### config.mk
export PLATFORM = sky130hd
export DESIGN_NAME = fetch_flush_ctrl
export DESIGN_NICKNAME = d
export VERILOG_FILES = /design/src/rtl/fetch_flush_ctrl_pkg.sv /design/src/rtl/fetch_outstanding_cnt.sv /design/src/rtl/fetch_flush_ctrl.sv
export SDC_FILE = /design/constraint.sdc
export NUM_CORES = 1
export LEC_CHECK = 0
export BUFFER_PORTS_ARGS = -buffer_cell sky130_fd_sc_hd__buf_2
export CAP_MARGIN = 10
export CORE_MARGIN = 1.5
export CORE_UTILIZATION = 50
export CTS_BUF_LIST = sky130_fd_sc_hd__clkbuf_4 sky130_fd_sc_hd__clkbuf_8
export DETAILED_ROUTE_END_ITERATION = 7
export HOLD_SLACK_MARGIN = 0.05
export PLACE_DENSITY = 0.94
export SLEW_MARGIN = 40
export SYNTH_ARGS = -nofsm -noshare
export SYNTH_HDL_FRONTEND = slang
export SYNTH_HIERARCHICAL = 1
export SYNTH_SLANG_ARGS = --single-unit
### constraint.sdc
create_clock -name clk -period 3.57 [get_ports clk]
set_input_delay 0.714 -clock clk [delete_from_list [all_inputs] [get_ports clk]]
set_output_delay 0.714 -clock clk [all_outputs]
set_load 0.02 [all_outputs]
### src/rtl/fetch_flush_ctrl_pkg.sv
// Shared types and defaults for the front-end flush/redirect controller.
// Also used by the counter and the data-side channel when it arrives.
package fetch_flush_ctrl_pkg;

   localparam int unsigned FFC_MAX_OUTSTANDING = 2;
   localparam int unsigned FFC_CNT_W           = 2;

   typedef enum logic [1:0] {
      FFC_IDLE     = 2'd0,
      FFC_DRAIN    = 2'd1,
      FFC_REDIRECT = 2'd2
   } ffc_state_e;

   // Redirect cause, independent of ecode; REFILL is reserved for TLB-refill entry.
   typedef enum logic [1:0] {
      FFC_CAUSE_NONE   = 2'd0,
      FFC_CAUSE_EXC    = 2'd1,
      FFC_CAUSE_ERTN   = 2'd2,
      FFC_CAUSE_REFILL = 2'd3
   } ffc_cause_e;

   // Exception has priority over ERTN when both commit together.
   function automatic ffc_cause_e ffc_flush_cause(input logic ex, input logic ertn);
      if (ex)        return FFC_CAUSE_EXC;
      else if (ertn) return FFC_CAUSE_ERTN;
      else           return FFC_CAUSE_NONE;
   endfunction

endpackage

### src/rtl/fetch_outstanding_cnt.sv
// Up/down counter of accepted-but-unanswered requests with full/empty flags.
// Illegal overflow/underflow steps are ignored rather than wrapping.
module fetch_outstanding_cnt #(
   parameter int unsigned CNT_W = 2,
   parameter int unsigned MAX   = 2
) (
   input  logic             clk,
   input  logic             reset,
   input  logic             i_inc,
   input  logic             i_dec,
   output logic [CNT_W-1:0] o_count,
   output logic             o_full,
   output logic             o_empty
);

   logic [CNT_W-1:0] r_count;
   logic             w_up;
   logic             w_dn;

   assign o_full  = (r_count == CNT_W'(MAX));
   assign o_empty = (r_count == '0);
   assign o_count = r_count;

   assign w_up = i_inc & ~i_dec & ~o_full;
   assign w_dn = i_dec & ~i_inc & ~o_empty;

   always_ff @(posedge clk) begin
      if (reset)     r_count <= '0;
      else if (w_up) r_count <= r_count + CNT_W'(1);
      else if (w_dn) r_count <= r_count - CNT_W'(1);
   end

endmodule

### src/rtl/fetch_flush_ctrl.sv
// Front-end flush sequencer: flush on WB exception/ERTN, drain stale fetch
// responses, then hand the redirect PC to pre-IF.
module fetch_flush_ctrl
   import fetch_flush_ctrl_pkg::*;
#(
   parameter int unsigned MAX_OUTSTANDING = FFC_MAX_OUTSTANDING,
   parameter int unsigned CNT_W           = FFC_CNT_W
) (
   input  logic        clk,
   input  logic        reset,
   input  logic        wb_ex,
   input  logic        wb_ertn,
   input  logic [31:0] csr_eentry,
   input  logic [31:0] csr_era,
   input  logic        inst_req_fire,
   input  logic        inst_resp_fire,
   input  logic        redirect_ready,
   output logic        flush,
   output logic        fetch_block,
   output logic        resp_discard,
   output logic        redirect_valid,
   output logic [31:0] redirect_pc,
   output logic        busy
);

   ffc_state_e       r_state;
   ffc_state_e       w_state_nxt;
   logic [CNT_W-1:0] r_discard_cnt;
   logic [CNT_W-1:0] w_discard_nxt;
   logic [31:0]      r_target;
   logic [31:0]      w_target_nxt;

   logic [CNT_W-1:0] w_out_cnt;
   logic             w_out_full;
   logic             w_out_empty;
   logic             w_flush;
   ffc_cause_e       w_cause;
   logic [CNT_W-1:0] w_stale;
   logic             w_fetch_block;
   logic             w_resp_discard;
   logic             w_redirect_valid;

   fetch_outstanding_cnt #(
      .CNT_W (CNT_W),
      .MAX   (MAX_OUTSTANDING)
   ) u_out_cnt (
      .clk     (clk),
      .reset   (reset),
      .i_inc   (inst_req_fire),
      .i_dec   (inst_resp_fire),
      .o_count (w_out_cnt),
      .o_full  (w_out_full),
      .o_empty (w_out_empty)
   );

   assign w_flush = wb_ex | wb_ertn;
   assign w_cause = ffc_flush_cause(wb_ex, wb_ertn);

   // Responses still owed after this cycle; a request fired now is already stale.
   assign w_stale = w_out_cnt + CNT_W'(inst_req_fire) - CNT_W'(inst_resp_fire & ~w_out_empty);

   always_ff @(posedge clk) begin
      if (reset) begin
         r_state       <= FFC_IDLE;
         r_discard_cnt <= '0;
         r_target      <= '0;
      end else begin
         r_state       <= w_state_nxt;
         r_discard_cnt <= w_discard_nxt;
         r_target      <= w_target_nxt;
      end
   end

   always_comb begin
      w_state_nxt      = r_state;
      w_discard_nxt    = r_discard_cnt;
      w_target_nxt     = r_target;
      w_fetch_block    = w_out_full;
      w_resp_discard   = 1'b0;
      w_redirect_valid = 1'b0;

      case (r_state)
         FFC_DRAIN: begin
            w_fetch_block  = 1'b1;
            w_resp_discard = inst_resp_fire;
            if (inst_resp_fire) begin
               w_discard_nxt = r_discard_cnt - CNT_W'(1);
               if (r_discard_cnt == CNT_W'(1)) w_state_nxt = FFC_REDIRECT;
            end
         end
         FFC_REDIRECT: begin
            w_redirect_valid = 1'b1;
            if (redirect_ready) w_state_nxt = FFC_IDLE;
         end
         default: ;
      endcase

      // A new flush restarts the sequence from any state.
      if (w_flush) begin
         case (w_cause)
            FFC_CAUSE_EXC:  w_target_nxt = csr_eentry;
            FFC_CAUSE_ERTN: w_target_nxt = csr_era;
            default:        w_target_nxt = r_target;
         endcase
         w_discard_nxt = w_stale;
         w_state_nxt   = (w_stale != '0) ? FFC_DRAIN : FFC_REDIRECT;
      end
   end

   assign flush          = ~reset & w_flush;
   assign fetch_block    = ~reset & w_fetch_block;
   assign resp_discard   = ~reset & w_resp_discard;
   assign redirect_valid = ~reset & w_redirect_valid;
   assign redirect_pc    = reset ? 32'h0 : r_target;
   assign busy           = ~reset & (r_state != FFC_IDLE);

endmodule

Word-level counts from Yosys, hierarchy flattened

Index checks and enable logic that the tools add are counted.

Output and inout bits: 37
Bits of input ports: 71
Bits in writable memories: 0
Memory bits (read-only): 0
Word-level logic and storage cells: 64
Bits in latches: 0
Memories: 0
Register bits after elaboration: 38

Magnitude comparators: 0
Shifts and indexed selects: 0
$mul: 0
Divide/modulo/power cells: 0
$add $sub $neg: 5
Multiplexer cells: 18
Reductions and logical operators: 11
Bitwise gates (word level): 17
Eq/ne operators: 9

Operators by type and width:

| operator                                                              | number |
|---|---|
| 32-bit case mux with 2 select lines                                   | 1 |
| 32-bit two-way mux                                                    | 1 |
| 2-bit two-way mux                                                     | 12 |
| 2-bit nonzero test                                                    | 6 |
| 1-bit AND                                                             | 9 |
| 3-bit != test, second input constant                                  | 3 |
| 2-bit by 1-bit equality test with 1-bit output, second input constant | 3 |
| 2-bit equality test, second input constant                            | 3 |
| 1-bit NOT                                                             | 5 |
| 2-bit case mux with 2 select lines                                    | 1 |
| 2-bit AND reduction                                                   | 2 |
| 4-bit AND reduction                                                   | 1 |
| 2-bit by 1-bit subtractor with 2-bit output, second input constant    | 2 |
| 1-bit two-way mux                                                     | 3 |
| 3-bit nonzero test                                                    | 1 |
| 2-bit by 1-bit adder with 2-bit output                                | 1 |
| 2-bit by 1-bit adder with 2-bit output, second input constant         | 1 |
| 1-bit by 2-bit AND with 2-bit output                                  | 1 |
| 2-bit logical NOT                                                     | 1 |
| 1-bit NOT with 2-bit output                                           | 1 |
| 2-bit subtractor                                                      | 1 |
| 1-bit OR                                                              | 1 |

Longest topological paths before layout

Depth in word-level cells: 7
Mapped depth: 8
Gate-level depth less buffers: 8

Hierarchy

The synthesis kept the hierarchy.

By module, submodules not included:

| module                | cells each | instances | area each (µm²) | sequential area each (µm²) |
|---|---|---|---|---|
| fetch_flush_ctrl      | 213        | 1         | 2049.5          | 720.7 |
| fetch_outstanding_cnt | 15         | 1         | 122.6           | 40.0 |

Worst setup path after synthesis

OpenSTA, ideal clock, no wires.

Path kind: input to output
Start: input reset
End: output redirect_valid
Path slack: 1.395 ns
Path buffers: 2
Arrival: 1.461 ns
Data required time: 2.856 ns
Stages on the path: 3
Path through: clkbuf_8 -> clkbuf_8 -> nor3_1

Longest elaborated chain between the ends: 2

RTL lines:

| element     | line                    | source |
|---|---|---|
| from (decl) | fetch_flush_ctrl.sv:10  | `input logic reset,` |
| 1-bit NOT   | fetch_flush_ctrl.sv:113 | `assign redirect_valid = ~reset & w_redirect_valid;` |
| 1-bit AND   | fetch_flush_ctrl.sv:113 |  |
| to (decl)   | fetch_flush_ctrl.sv:21  | `output logic redirect_valid,` |

No other way between the ends.

Worst setup path after layout

Start: input reset
End: output redirect_pc[21]

Longest elaborated chain between the ends: 1

RTL lines:

| element            | line                    | source |
|---|---|---|
| 32-bit two-way mux | fetch_flush_ctrl.sv:114 | `assign redirect_pc = reset ? 32'h0 : r_target;` |
| to (decl)          | fetch_flush_ctrl.sv:22  | `output logic [31:0] redirect_pc,` |

No other way between the ends.

==> impl_metrics.env <==
export IMPL_synth_top_cell_area_share_pct=35.0
export IMPL_ant_nets=0
export IMPL_slowest_stage="buf_4"
export IMPL_layout_drive_gt1_share_pct=43.5
export IMPL_synth_area_leader_cell="dfxtp_1"
export IMPL_cts_tree="yes"
export IMPL_fin_cells=379
export IMPL_grt_overflow=0
export IMPL_worst_path_buf_inv=3
export IMPL_fp_dieArea_um2=4750
export IMPL_rsz0062_at_grt="no"
export IMPL_port_buffers=107
export IMPL_cts_hold_buf=0
export IMPL_ys_types=29
export IMPL_cts_max_level=2
export IMPL_whs_ps=587
export IMPL_ys_warn_count=6
export IMPL_power_share_sequential_pct=47.3
export IMPL_synthTopCellsByArea="dfxtp_1 (35%), mux2i_1 (16%), mux2_2 (12%)"
export IMPL_hold_end="r_discard_cnt[1]$_SDFFE_PP0P_"
export IMPL_min_from="r_discard_cnt[1]$_SDFFE_PP0P_"
export IMPL_dp_hpwl_um=3470
export IMPL_setup_viol_count_final=0
export IMPL_holdPathStages=2
export IMPL_nNetsFinal=404
export IMPL_cp_max_fo=30
export IMPL_grt_pass1_vias=1756
export IMPL_antenna_cells=0
export IMPL_antenna_found_initial=0
export IMPL_synthTopCellsByCount="nor2_1 (40), dfxtp_1 (38), nor2b_1 (36)"
export IMPL_report_final_slew_viol_count=0
export IMPL_synth_edf_count=0
export IMPL_min_period_ps=2240
export IMPL_cts_buffer_depth=2
export IMPL_fp_dieW_um=68.9
export IMPL_placed_area_um2=2710
export IMPL_placed_cells=373
export IMPL_synth_cells=228
export IMPL_synthFlopType="dfxtp_1"
export IMPL_grt_max_degree=37
export IMPL_critPathLaunch="reset"
export IMPL_crit_arrival_ps=1520
export IMPL_period_share_pct=62.7
export IMPL_start_util_pct=53.2
export IMPL_p_switching_uw=273
export IMPL_reg2reg_to="r_state[1]$_SDFFE_PP0P_"
export IMPL_dr_pass1_iters=3
export IMPL_routed_via_density=4.94
export IMPL_hp_class="flop to flop"
export IMPL_routed_wirelength_um=4640
export IMPL_worstPathRequired_ps=2860
export IMPL_final_cell_area_um2=2790
export IMPL_syn_area_um2=2170
export IMPL_final_core_util_pct=68.3
export IMPL_critPathTopFamily="buffers and inverters"
export IMPL_p_int_uw=732
export IMPL_grt_util_all_layers_pct=19.7
export IMPL_max_slew_margin_pct=64.9
export IMPL_syn_num_nets=302
export IMPL_avgSynthCellArea_um2=9.53
export IMPL_place_congestion=0.813
export IMPL_async_reset_ff_share_pct=0
export IMPL_cp_end_kind="output pin"
export IMPL_cts_clk_slew_worst_paths_ps=70
export IMPL_p_leak_uw=0.00144
export IMPL_synth_seq_cells=38
export IMPL_crit_type="input port to output pin"
export IMPL_route_vias_total=1871
export IMPL_seq_area_frac_synth_pct=35.0
export IMPL_rows=23
export IMPL_n_fill_cell=360
export IMPL_clockRootBuffer="clkbuf_8"
export IMPL_max_stage_delay_ps=330
export IMPL_ff2ff_path_depth=8
export IMPL_fin_tns_setup_ps=0
export IMPL_tightest_slew_ps=526
export IMPL_r2r_start="u_out_cnt/o_count[1]$_SDFFE_PP0P_"
export IMPL_powerDensity_nw_per_um2=360
export IMPL_drc=0
export IMPL_design_core_area_um2=4090
export IMPL_ios=108
export IMPL_clkLatencyLatePin_ps=280
export IMPL_drtIter0Drc=58
export IMPL_yosys_cell_count_top_type="nor2_1"
export IMPL_clkPwrFrac_pct=28.3
export IMPL_drv_cap=0
export IMPL_fmax_ghz=0.447
export IMPL_grt_pass1_wl_um=7120
export IMPL_pwr_share_comb_pct=24.5
export IMPL_netSwitchingFraction_pct=27.2
export IMPL_syn2layout_area_growth_pct=28.6
export IMPL_routedWlPerCell_um=12.2
export IMPL_r2r_setup_slack_ps=1710
export IMPL_clock_skew_ps=5.62
export IMPL_fp_dieH_um=68.9
export IMPL_worstPathCellList="buf_2, buf_4, nor2b_1, buf_2"
export IMPL_cts_sinks=38
export IMPL_cts_resized=0
export IMPL_cp_common_cell="buf_2"
export IMPL_start_kind="input port"
export IMPL_status="complete, no violations"
export IMPL_ir_drop_mv=0.232
export IMPL_hold_viol=0
export IMPL_numCtsBuffers=5
export IMPL_post_cts_setup_buffers=0
logic make-up (layout without fill, tap and decap cells):
kind of cell / after synthesis / in the layout / synth area share, %
buffers and inverters: 20 / 121 / 5.41
multiplexers: 66 / 66 / 32.3
XOR/XNOR: 2 / 2 / 1.50
flip-flops: 38 / 38 / 35.0
AO/OA/AOI/OAI: 11 / 11 / 3.57
AND/OR/NAND/NOR: 88 / 88 / 20.5
adder cells (fa/ha/maj): 3 / 3 / 1.73
metal layers:
| metal | global-route usage [%] | wire length [um] | part of all wire [%] |
|---|---|---|---|
| met5 | 0 | 0 | 0 |
| met4 | 5.15 | 17 | 0.37 |
| met3 | 3.90 | 282 | 6.1 |
| met2 | 39.8 | 2410 | 52 |
| met1 | 20.4 | 1930 | 42 |
how the worst max path moves through the flow:
stage / endpoint / depth (start not counted)
detailed placement: r_state[1]$_SDFFE_PP0P_ / 8
finish: redirect_pc[21] / 4
floorplan: redirect_valid / 3
CTS: redirect_pc[21] / 4
global placement: r_state[1]$_SDFFE_PP0P_ / 8
global route: redirect_pc[4] / 4
tightest hold or removal path: cells and delay by family, from the launching register on:
family,cells,cell delay (ps)
AOI/OAI and AO/OA,1,90
DFF,1,320
muxes,1,140
power groups by stage:
stage / registers [uW] / logic [uW] / clock network [uW]
6_report: 475 / 246 / 284
3_5_place_dp: 485 / 248 / 0
5_1_grt: 480 / 274 / 311
3_3_place_gp: 483 / 239 / 0
2_1_floorplan: 478 / 173 / 0
4_1_cts: 475 / 250 / 293
through the flow:
step                power (uW)  worst slack (ps)
finish                    1000              1330
global route              1060              1250
CTS                       1020              1330
detailed placement         732              1310
global placement           721              1370
floorplan                  652              1400
layout make-up:
class / count / area, um^2 / share of cell area (%)
Clock buffer: 6 / 82.6 / 2.96
Tap cell: 50 / 62.6 / 2.24
Timing Repair Buffer: 111 / 578 / 20.7
Inverter: 4 / 15.0 / 0.538
Multi-Input combinational cell: 170 / 1290 / 46.3
Sequential cell: 38 / 761 / 27.2
placed cells by master (no fill, tap or decap), drive strengths merged:
cell type and n:
buf 111, nor2 41, dfxtp 38, nor2b 36, mux2i 34, mux2 32
clkbuf 6, a211oi 5, inv 4, nor3 3, ha 3, a21oi 3
nand2 2, nand3b 1, xor3 1, or3 1, a21o 1, o211ai 1
o21ai 1, xor2 1, nand2b 1, and2b 1, or2 1, nor3b 1
flip-flops by register name, indices dropped and copies added (netlist names):
name,flops
r_discard_cnt,2
u_out_cnt/o_count,2
r_state,2
r_target,32
No activity file was read; power rests on OpenSTA's default activity.
